===== src/rtl/morse_tx.sv =====
// Morse code keyer: accepts one letter/word-space code at a time and drives
// ITU-timed key output from a single down-counting unit timer.
module morse_tx #(
  parameter int UNIT_CYCLES = 5000000
) (
  input  logic       clk,
  input  logic       rst_n,
  input  logic [4:0] in,
  input  logic       in_valid,
  output logic       in_ready,
  output logic       key,
  output logic       busy,
  output logic       done,
  output logic       err
);

  localparam int CW = $clog2(7 * UNIT_CYCLES);
  localparam logic [CW-1:0] T1 = CW'(UNIT_CYCLES - 1);
  localparam logic [CW-1:0] T3 = CW'(3 * UNIT_CYCLES - 1);
  localparam logic [CW-1:0] T7 = CW'(7 * UNIT_CYCLES - 1);

  typedef enum logic [2:0] {IDLE, MARK, ESPACE, LGAP, WGAP} state_t;

  state_t          r_state;
  logic [CW-1:0]   r_cnt;
  logic [3:0]      r_pat;
  logic [1:0]      r_rem;
  logic            r_key;
  logic            r_busy;
  logic            r_done;
  logic            r_err;
  logic [2:0]      w_len;
  logic [3:0]      w_pat;

  // Letter ROM: length 1-4, pattern left-aligned (bit 3 = first element, 1 = dash)
  always_comb begin
    {w_len, w_pat} = 7'd0;
    case (in)
      5'd0:  {w_len, w_pat} = {3'd2, 4'b0100};
      5'd1:  {w_len, w_pat} = {3'd4, 4'b1000};
      5'd2:  {w_len, w_pat} = {3'd4, 4'b1010};
      5'd3:  {w_len, w_pat} = {3'd3, 4'b1000};
      5'd4:  {w_len, w_pat} = {3'd1, 4'b0000};
      5'd5:  {w_len, w_pat} = {3'd4, 4'b0010};
      5'd6:  {w_len, w_pat} = {3'd3, 4'b1100};
      5'd7:  {w_len, w_pat} = {3'd4, 4'b0000};
      5'd8:  {w_len, w_pat} = {3'd2, 4'b0000};
      5'd9:  {w_len, w_pat} = {3'd4, 4'b0111};
      5'd10: {w_len, w_pat} = {3'd3, 4'b1010};
      5'd11: {w_len, w_pat} = {3'd4, 4'b0100};
      5'd12: {w_len, w_pat} = {3'd2, 4'b1100};
      5'd13: {w_len, w_pat} = {3'd2, 4'b1000};
      5'd14: {w_len, w_pat} = {3'd3, 4'b1110};
      5'd15: {w_len, w_pat} = {3'd4, 4'b0110};
      5'd16: {w_len, w_pat} = {3'd4, 4'b1101};
      5'd17: {w_len, w_pat} = {3'd3, 4'b0100};
      5'd18: {w_len, w_pat} = {3'd3, 4'b0000};
      5'd19: {w_len, w_pat} = {3'd1, 4'b1000};
      5'd20: {w_len, w_pat} = {3'd3, 4'b0010};
      5'd21: {w_len, w_pat} = {3'd4, 4'b0001};
      5'd22: {w_len, w_pat} = {3'd3, 4'b0110};
      5'd23: {w_len, w_pat} = {3'd4, 4'b1001};
      5'd24: {w_len, w_pat} = {3'd4, 4'b1011};
      5'd25: {w_len, w_pat} = {3'd4, 4'b1100};
      default: {w_len, w_pat} = 7'd0;
    endcase
  end

  // The counter is reloaded on every transition, so key edges track state edges exactly
  always_ff @(posedge clk or negedge rst_n) begin
    if (!rst_n) begin
      r_state <= IDLE;
      r_cnt   <= '0;
      r_pat   <= 4'd0;
      r_rem   <= 2'd0;
      r_key   <= 1'b0;
      r_busy  <= 1'b0;
      r_done  <= 1'b0;
      r_err   <= 1'b0;
    end else begin
      r_done <= 1'b0;
      r_err  <= 1'b0;
      case (r_state)
        IDLE: begin
          if (in_valid) begin
            if (in < 5'd26) begin
              r_state <= MARK;
              r_key   <= 1'b1;
              r_busy  <= 1'b1;
              r_pat   <= w_pat;
              r_rem   <= 2'(w_len - 3'd1);
              r_cnt   <= w_pat[3] ? T3 : T1;
            end else if (in == 5'd26) begin
              r_state <= WGAP;
              r_busy  <= 1'b1;
              r_cnt   <= T7;
            end else begin
              r_err <= 1'b1;
            end
          end
        end
        MARK: begin
          if (r_cnt == '0) begin
            r_key <= 1'b0;
            if (r_rem == 2'd0) begin
              r_state <= LGAP;
              r_cnt   <= T3;
            end else begin
              r_state <= ESPACE;
              r_cnt   <= T1;
              r_pat   <= {r_pat[2:0], 1'b0};
              r_rem   <= r_rem - 2'd1;
            end
          end else begin
            r_cnt <= r_cnt - CW'(1);
          end
        end
        ESPACE: begin
          if (r_cnt == '0) begin
            r_state <= MARK;
            r_key   <= 1'b1;
            r_cnt   <= r_pat[3] ? T3 : T1;
          end else begin
            r_cnt <= r_cnt - CW'(1);
          end
        end
        LGAP, WGAP: begin
          if (r_cnt == '0) begin
            r_state <= IDLE;
            r_busy  <= 1'b0;
            r_done  <= 1'b1;
          end else begin
            r_cnt <= r_cnt - CW'(1);
          end
        end
        default: begin
          r_state <= IDLE;
          r_key   <= 1'b0;
          r_busy  <= 1'b0;
        end
      endcase
    end
  end

  assign in_ready = (r_state == IDLE);
  assign key      = r_key;
  assign busy     = r_busy;
  assign done     = r_done;
  assign err      = r_err;

endmodule


===== config.mk =====
export PLATFORM = sky130hd
export DESIGN_NAME = morse_tx
export DESIGN_NICKNAME = d
export VERILOG_FILES = /design/src/rtl/morse_tx.sv
export SDC_FILE = /design/constraint.sdc
export NUM_CORES = 1
export LEC_CHECK = 0
export ABC_AREA = 1
export CAP_MARGIN = 25
export CORE_ASPECT_RATIO = 1.25
export CORE_MARGIN = 2
export CORE_UTILIZATION = 42
export CTS_CLUSTER_DIAMETER = 120
export DETAILED_ROUTE_END_ITERATION = 10
export HOLD_SLACK_MARGIN = 0.12
export PLACE_DENSITY = 0.66
export SYNTH_ARGS = -nofsm -noshare
export SYNTH_HDL_FRONTEND = slang
export SYNTH_SLANG_ARGS = --single-unit

===== constraint.sdc =====
create_clock -name clk -period 4 [get_ports clk]
set_input_delay 0.4 -clock clk [delete_from_list [all_inputs] [get_ports clk]]
set_output_delay 0.4 -clock clk [all_outputs]
set_load 0.03 [all_outputs]

==> results_dict.tcl, run 1 <==
set metrics [dict create \
    cts_tree "built" \
    power_density_mw_per_mm2 219 \
    clock_skew_ns 0.00627 \
    crit_buf_inv 2 \
    die_w_um 81.2 \
    dieArea_mm2 0.00816 \
    grt_overflow_total 0 \
    max-slew-margin-rel_pct 38.8 \
    regToRegStartpoint "r_cnt[0]" \
    wl_per_cell_um 13.9 \
    reg2regPathDepth 11 \
    layout_common_cells "nand2_1 (148), nor2_1 (64), inv_1 (56)" \
    final.min_clock_period_ns 2.25 \
    crit_path_max_incr_delay_ns 0.69 \
    synth_top_area_share_pct 31.2 \
    cts_resized 0 \
    setup-tns-final_ns 0 \
    p_int_uw 569 \
    leakage_nw 1.81 \
    insertion_delay_ns 0.29 \
    cp_cell_sequence "nor2_1, nand2_1, inv_1, clkdlybuf4s50_1" \
    h-tree-depth 2 \
    p_clk_share_pct 40.0 \
    post_cts_buffers 0 \
    cts_sinks 39 \
    mostFrequentLayoutCell "nand2_1" \
    hold_viol_final 0 \
    grt.total_usage_pct 21.9 \
    yosysWarnings 0 \
    io_buffer_count 12 \
    die_height_um 101 \
    path_clk_slew_ns 0.08 \
    status "finished, final reports clean" \
    p_seq_share_pct 52.7 \
    synth_area_mm2 0.00313 \
    yosysSeqAreaShare_pct 31.2 \
    ios 13 \
    fin_crit_sh_pct 56.4 \
    cp.arrival_ns 1.85 \
    regToRegSetupSlack_ns 1.87 \
    syn_avg_cell_area_um2 6.55 \
    comb_power_share_pct 7.4 \
    setup_slack_ns 1.75 \
    synth_nets 494 \
    grt_max_degree 40 \
    final_max_slew_viol_count 0 \
    synthTopCellsByArea "dfrtp_1 (31%), nand2_1 (18%), nor2_1 (7.7%)" \
    antenna-diode-count 0 \
    vias_per_cell 5.22 \
    cts-root-buf "clkbuf_8" \
    multi_input_area_mm2 0.00187 \
    cp-startpoint "r_state[0]" \
    hold_buffers 0 \
    start_kind "flip-flop" \
    core_area_mm2 0.00731 \
    maxCapViolCount 0 \
    grt_pass1_wl_mm 13.7 \
    yosys_register_bits 39 \
    instances_no_fill 584 \
    yosys.area.top_type "dfrtp_1" \
    cp_slowest_cell "clkdlybuf4s50_1" \
    dp_cells 576 \
    post-route-drc-count 0 \
    nNetsFinal 507 \
    crit_path_end_kind "output port" \
    grt_antenna_before_repair 0 \
    rows 35 \
    dr.pass1.iters 5 \
    drive_gt1_share_pct 9.96 \
    numCtsBuffers 5 \
    tightest_slew_ns 0.918 \
    clk_path_buf_depth 2 \
    ir_drop_v 0.000136 \
    swShare_pct 23.9 \
    drt_iter0_drc 240 \
    power_uw 748 \
    fmax_mhz 444 \
    postRouteAntennaNets 0 \
    rsz0062_at_grt "no" \
    dpl.hpwl_mm 6.23 \
    yosysUniqueCellTypes 39 \
    dr_total_vias 3048 \
    finalSetupViolations 0 \
    hp-class "in2async" \
    cp_num_cells 4 \
    n_fill_cell 770 \
    cp_top_family "buffers and inverters" \
    critPathKind "reg2out" \
    areaGrowthSynthToFinish_pct 9.00 \
    seqCellArea_um2 976 \
    p_sw_uw 178 \
    grt_pass1_vias 2972 \
    cp.required_ns 3.60 \
    place_ws_ns 1.50 \
    start_util_pct 42.8 \
    r2r_end "r_pat[0]" \
    crit_path_end "in_ready" \
    path_max_fanout 5 \
    drt_wl_total_mm 8.10 \
    place.gp.congestion 0.963 \
    synthCells 478 \
]
metrics by stage:
step / hold WS (ns) / util (%) / area (um2)
after CTS: 0.258 / 46.6 / 3410
final: 0.235 / 46.6 / 3410
after detailed placement: 0.483 / 45.3 / 3310
after global placement: 0.469 / 45.3 / 3310
after floorplan: 0.104 / - / 3130
after global routing: 0.299 / 46.6 / 3410
registers in the layout (all words and copies together), names as in the netlist:
signal and flops:
done 1, r_cnt 26, err 1, key 1, r_rem 2, r_pat 4
r_state 3, busy 1
kinds of logic after synthesis:
logic type	Yosys count	share of synthesized area, %
flip-flops	39	31.2
XOR/XNOR	9	2.52
adder cells (fa/ha/maj)	8	3.20
AO/OA/AOI/OAI	60	10.6
buffers and inverters	69	9.20
AND/OR/NAND/NOR	293	43.3
final cells by class:
| type | count | area share, % |
|---|---|---|
| clock buffer | 8 | 2.93 |
| inverter | 63 | 7.01 |
| multi-input combinational | 370 | 54.7 |
| sequential | 39 | 28.6 |
| tap | 92 | 3.37 |
| timing repair buffer | 12 | 3.37 |
Yosys cell counts (all sizes together):
library cell and instances:
buf 6, nand2 156, dfrtp 39, and3 1, nand4 8, inv 63, nand3b 3, o211ai 1
xor2 7, ha 8, a21oi 19, nor3 5, nor2 78, or2 3, a22oi 3, o21ai 33
nand3 37, a211oi 1, o21bai 1, nor4 1, xnor2 2, nand2b 1, a31oi 2
routing by layer:
metal,vias to the layer above,GRT usage [%],wire (um)
li1,1540,-,-
met1,1383,25.1,3300
met2,89,37.7,4010
met3,36,3.14,299
met4,0,13.4,487
met5,-,0,0
power groups by stage:
stage | Sequential [mW] | Combinational [mW] | Clock, mW
detailed placement | 0.402 | 0.0549 | 0
floorplan | 0.402 | 0.0306 | 0
global placement | 0.402 | 0.0543 | 0
CTS | 0.394 | 0.0551 | 0.310
global route | 0.394 | 0.0632 | 0.330
finish | 0.394 | 0.0550 | 0.299
how the worst min path moves through the flow:
stage          startpoint   endpoint  slack (ns)
6_report            rst_n   r_cnt[1]        0.24
2_1_floorplan       rst_n       busy        0.10
3_5_place_dp     r_rem[1]   r_rem[1]        0.48
4_1_cts             rst_n   r_cnt[0]        0.26
5_1_grt             rst_n  r_cnt[16]        0.30
3_3_place_gp     r_rem[1]   r_rem[1]        0.47
Note: power is estimated with default switching activity, not from simulation.
==> inputs of run 2 (changes only) <==
PLACE_DENSITY = 0.68   (was 0.66)
clock period = 2.05 ns   (was 4 ns; I/O delays follow)
==> run 2 against run 1 <==
Net effect:
- design area rose by 9.1%
- combinational power rose by 130%
- via count rose by 5.7%
- die area did not move
- clock power rose by 130%
- count of clock-buffer cells in the layout fell by 2
- core utilization rose by 4.2 points
- global-route usage rose by 1.2 points
- wire length rose by 4.0%
- sequential share of layout area fell by 2.4 points
- clock skew rose by 0.0046 ns
- first-iteration DRC count fell by 19%
==> results_dict.tcl, run 2 (same netlist as run 1, synthesis figures left out) <==
set metrics [dict create \
    path_max_fanout 23 \
    antenna-diode-count 0 \
    power_density_mw_per_mm2 424 \
    seqCellArea_um2 976 \
    postRouteAntennaNets 0 \
    rsz0062_at_grt "no" \
    ir_drop_v 0.000210 \
    path_clk_slew_ns 0.09 \
    hp-class "in2async" \
    p_clk_share_pct 43.5 \
    top_regs "r_cnt x26, r_pat x4, r_state x3" \
    largest_register_ffs 26 \
    p_sw_uw 368 \
    comb_power_share_pct 7.9 \
    reg2regPathDepth 12 \
    mostFrequentLayoutCell "nand2_1" \
    fmax_mhz 526 \
    dpl.hpwl_mm 6.62 \
    leakage_nw 1.99 \
    dr.pass1.iters 5 \
    grt_pass1_wl_mm 14.6 \
    clk_path_buf_depth 2 \
    die_height_um 101 \
    tightest_slew_ns 0.432 \
    crit_path_end_kind "flip-flop" \
    wl_per_cell_um 13.7 \
    critPathKind "reg2reg" \
    post-route-drc-count 0 \
    p_int_mw 1.21 \
    dr_total_vias 3222 \
    swShare_pct 23.3 \
    grt_pass1_vias 3176 \
    max-slew-margin-rel_pct 71.2 \
    numCtsBuffers 5 \
    holdWs_ns 0.362 \
    place.gp.congestion 0.977 \
    regToRegStartpoint "r_cnt[19]" \
    p_seq_share_pct 48.7 \
    r2r_end "r_cnt[24]" \
    fin_crit_sh_pct 92.8 \
    grt_antenna_before_repair 0 \
    vias_per_cell 5.26 \
    io_buffer_count 12 \
    grt_max_degree 24 \
    multi_input_area_mm2 0.00192 \
    die_w_um 81.2 \
    ios 13 \
    maxCapViolCount 0 \
    cts_tree "built" \
    start_util_pct 42.8 \
    dieArea_mm2 0.00816 \
    setup-tns-final_ns 0 \
    h-tree-depth 2 \
    n_fill_cell 722 \
    cp.required_ns 2.25 \
    finalSetupViolations 0 \
    regToRegSetupSlack_ns 0.15 \
    areaGrowthSynthToFinish_pct 18.9 \
    insertion_delay_ns 0.30 \
    final.min_clock_period_ns 1.90 \
    nNetsFinal 536 \
    final_max_slew_viol_count 0 \
    layout_common_cells "nand2_1 (146), nor2_1 (61), inv_1 (54)" \
    drive_gt1_share_pct 16.5 \
    cp-startpoint "r_cnt[19]" \
    core_area_mm2 0.00731 \
    cp.arrival_ns 2.11 \
    status "finished, final reports clean" \
    drt_wl_total_mm 8.42 \
    hold_viol_final 0 \
    clock_skew_ns 0.0108 \
    drt_iter0_drc 194 \
    grt.total_usage_pct 23.0 \
    cts_sinks 39 \
    rows 35 \
    cts-root-buf "clkbuf_8" \
    grt_overflow_total 0 \
    start_kind "flip-flop" \
    top_register "r_cnt" \
]
run 2: changes by cell type in the layout (fill, tap and decap cells not counted), moves of 2 or more:
cell     delta
buf_4      +27
nand2_4     +3
nor2_1      -3
inv_1       -2
nand2_1     -2
nor2_4      +2
run 2: worst max path at each step:
stage	to	slack, ns	cells past startpoint
after floorplan	r_cnt[15]	0.28	13
after global placement	r_cnt[19]	0.005	13
after detailed placement	r_cnt[19]	-0.07	13
after CTS	r_cnt[15]	0.03	13
after global routing	r_cnt[24]	0.005	12
final	r_cnt[24]	0.15	12
run 2: cell type report:
class                      instances  area share [%]
clock buffer                       6            2.22
clock inverter                     2           0.942
inverter                          63            6.49
multi-input combinational        370            51.7
sequential                        39            26.2
tap                               92            3.09
timing repair buffer              41            9.32
run 2: through the flow:
| stage | instances | setup slack [ns] | power, mW | utilization [%] | cell area, um2 |
|---|---|---|---|---|---|
| 3_3_place_gp | 602 | 0.00473 | 0.904 | 48.1 | 3520 |
| 6_report | 613 | 0.147 | 1.58 | 50.9 | 3720 |
| 4_1_cts | 611 | 0.0313 | 1.59 | 49.8 | 3640 |
| 3_5_place_dp | 602 | -0.0672 | 0.906 | 48.1 | 3520 |
| 5_1_grt | 613 | 0.00495 | 1.65 | 50.9 | 3720 |
| 2_1_floorplan | 478 | 0.275 | 0.844 | - | 3130 |
run 2: repair_timing:
action                                  in CTS  in global routing
hold buffers                                 1                  0
hold endpoints to repair                    16                  0
endpoints found under the setup margin       1                 27
cloned                                       0                  0
resized for setup                            1                 16
pin swaps                                    0                  3
setup buffers                                0                  2
run 2: critical path, cell delays in order, from the launching register on:
cell	delay, ns
dfrtp_1	0.45
nor2_1	0.18
nand2_1	0.15
nor2_2	0.15
nand3_2	0.13
nor2_8	0.16
nand2_4	0.10
nand2_8	0.12
inv_4	0.13
nand2_1	0.09
nand2_1	0.05
nand2_1	0.05
nor2_1	0.04
run 2: power groups by stage:
stage / Sequential (mW) / Clock (mW) / Combinational, mW
finish: 0.768 / 0.686 / 0.124
global route: 0.769 / 0.740 / 0.143
CTS: 0.768 / 0.701 / 0.124
detailed placement: 0.784 / 0 / 0.123
global placement: 0.784 / 0 / 0.120
floorplan: 0.784 / 0 / 0.0597
run 2: routing by layer:
metal / wire length, um / global-route usage [%] / up-vias / share of wire [%]
met4: 378 / 11.0 / 0 / 4.5
met3: 296 / 3.32 / 34 / 3.5
met1: 3360 / 26.5 / 1484 / 40
li1: - / - / 1603 / -
met2: 4390 / 41.3 / 101 / 52
met5: 0 / 0 / - / 0
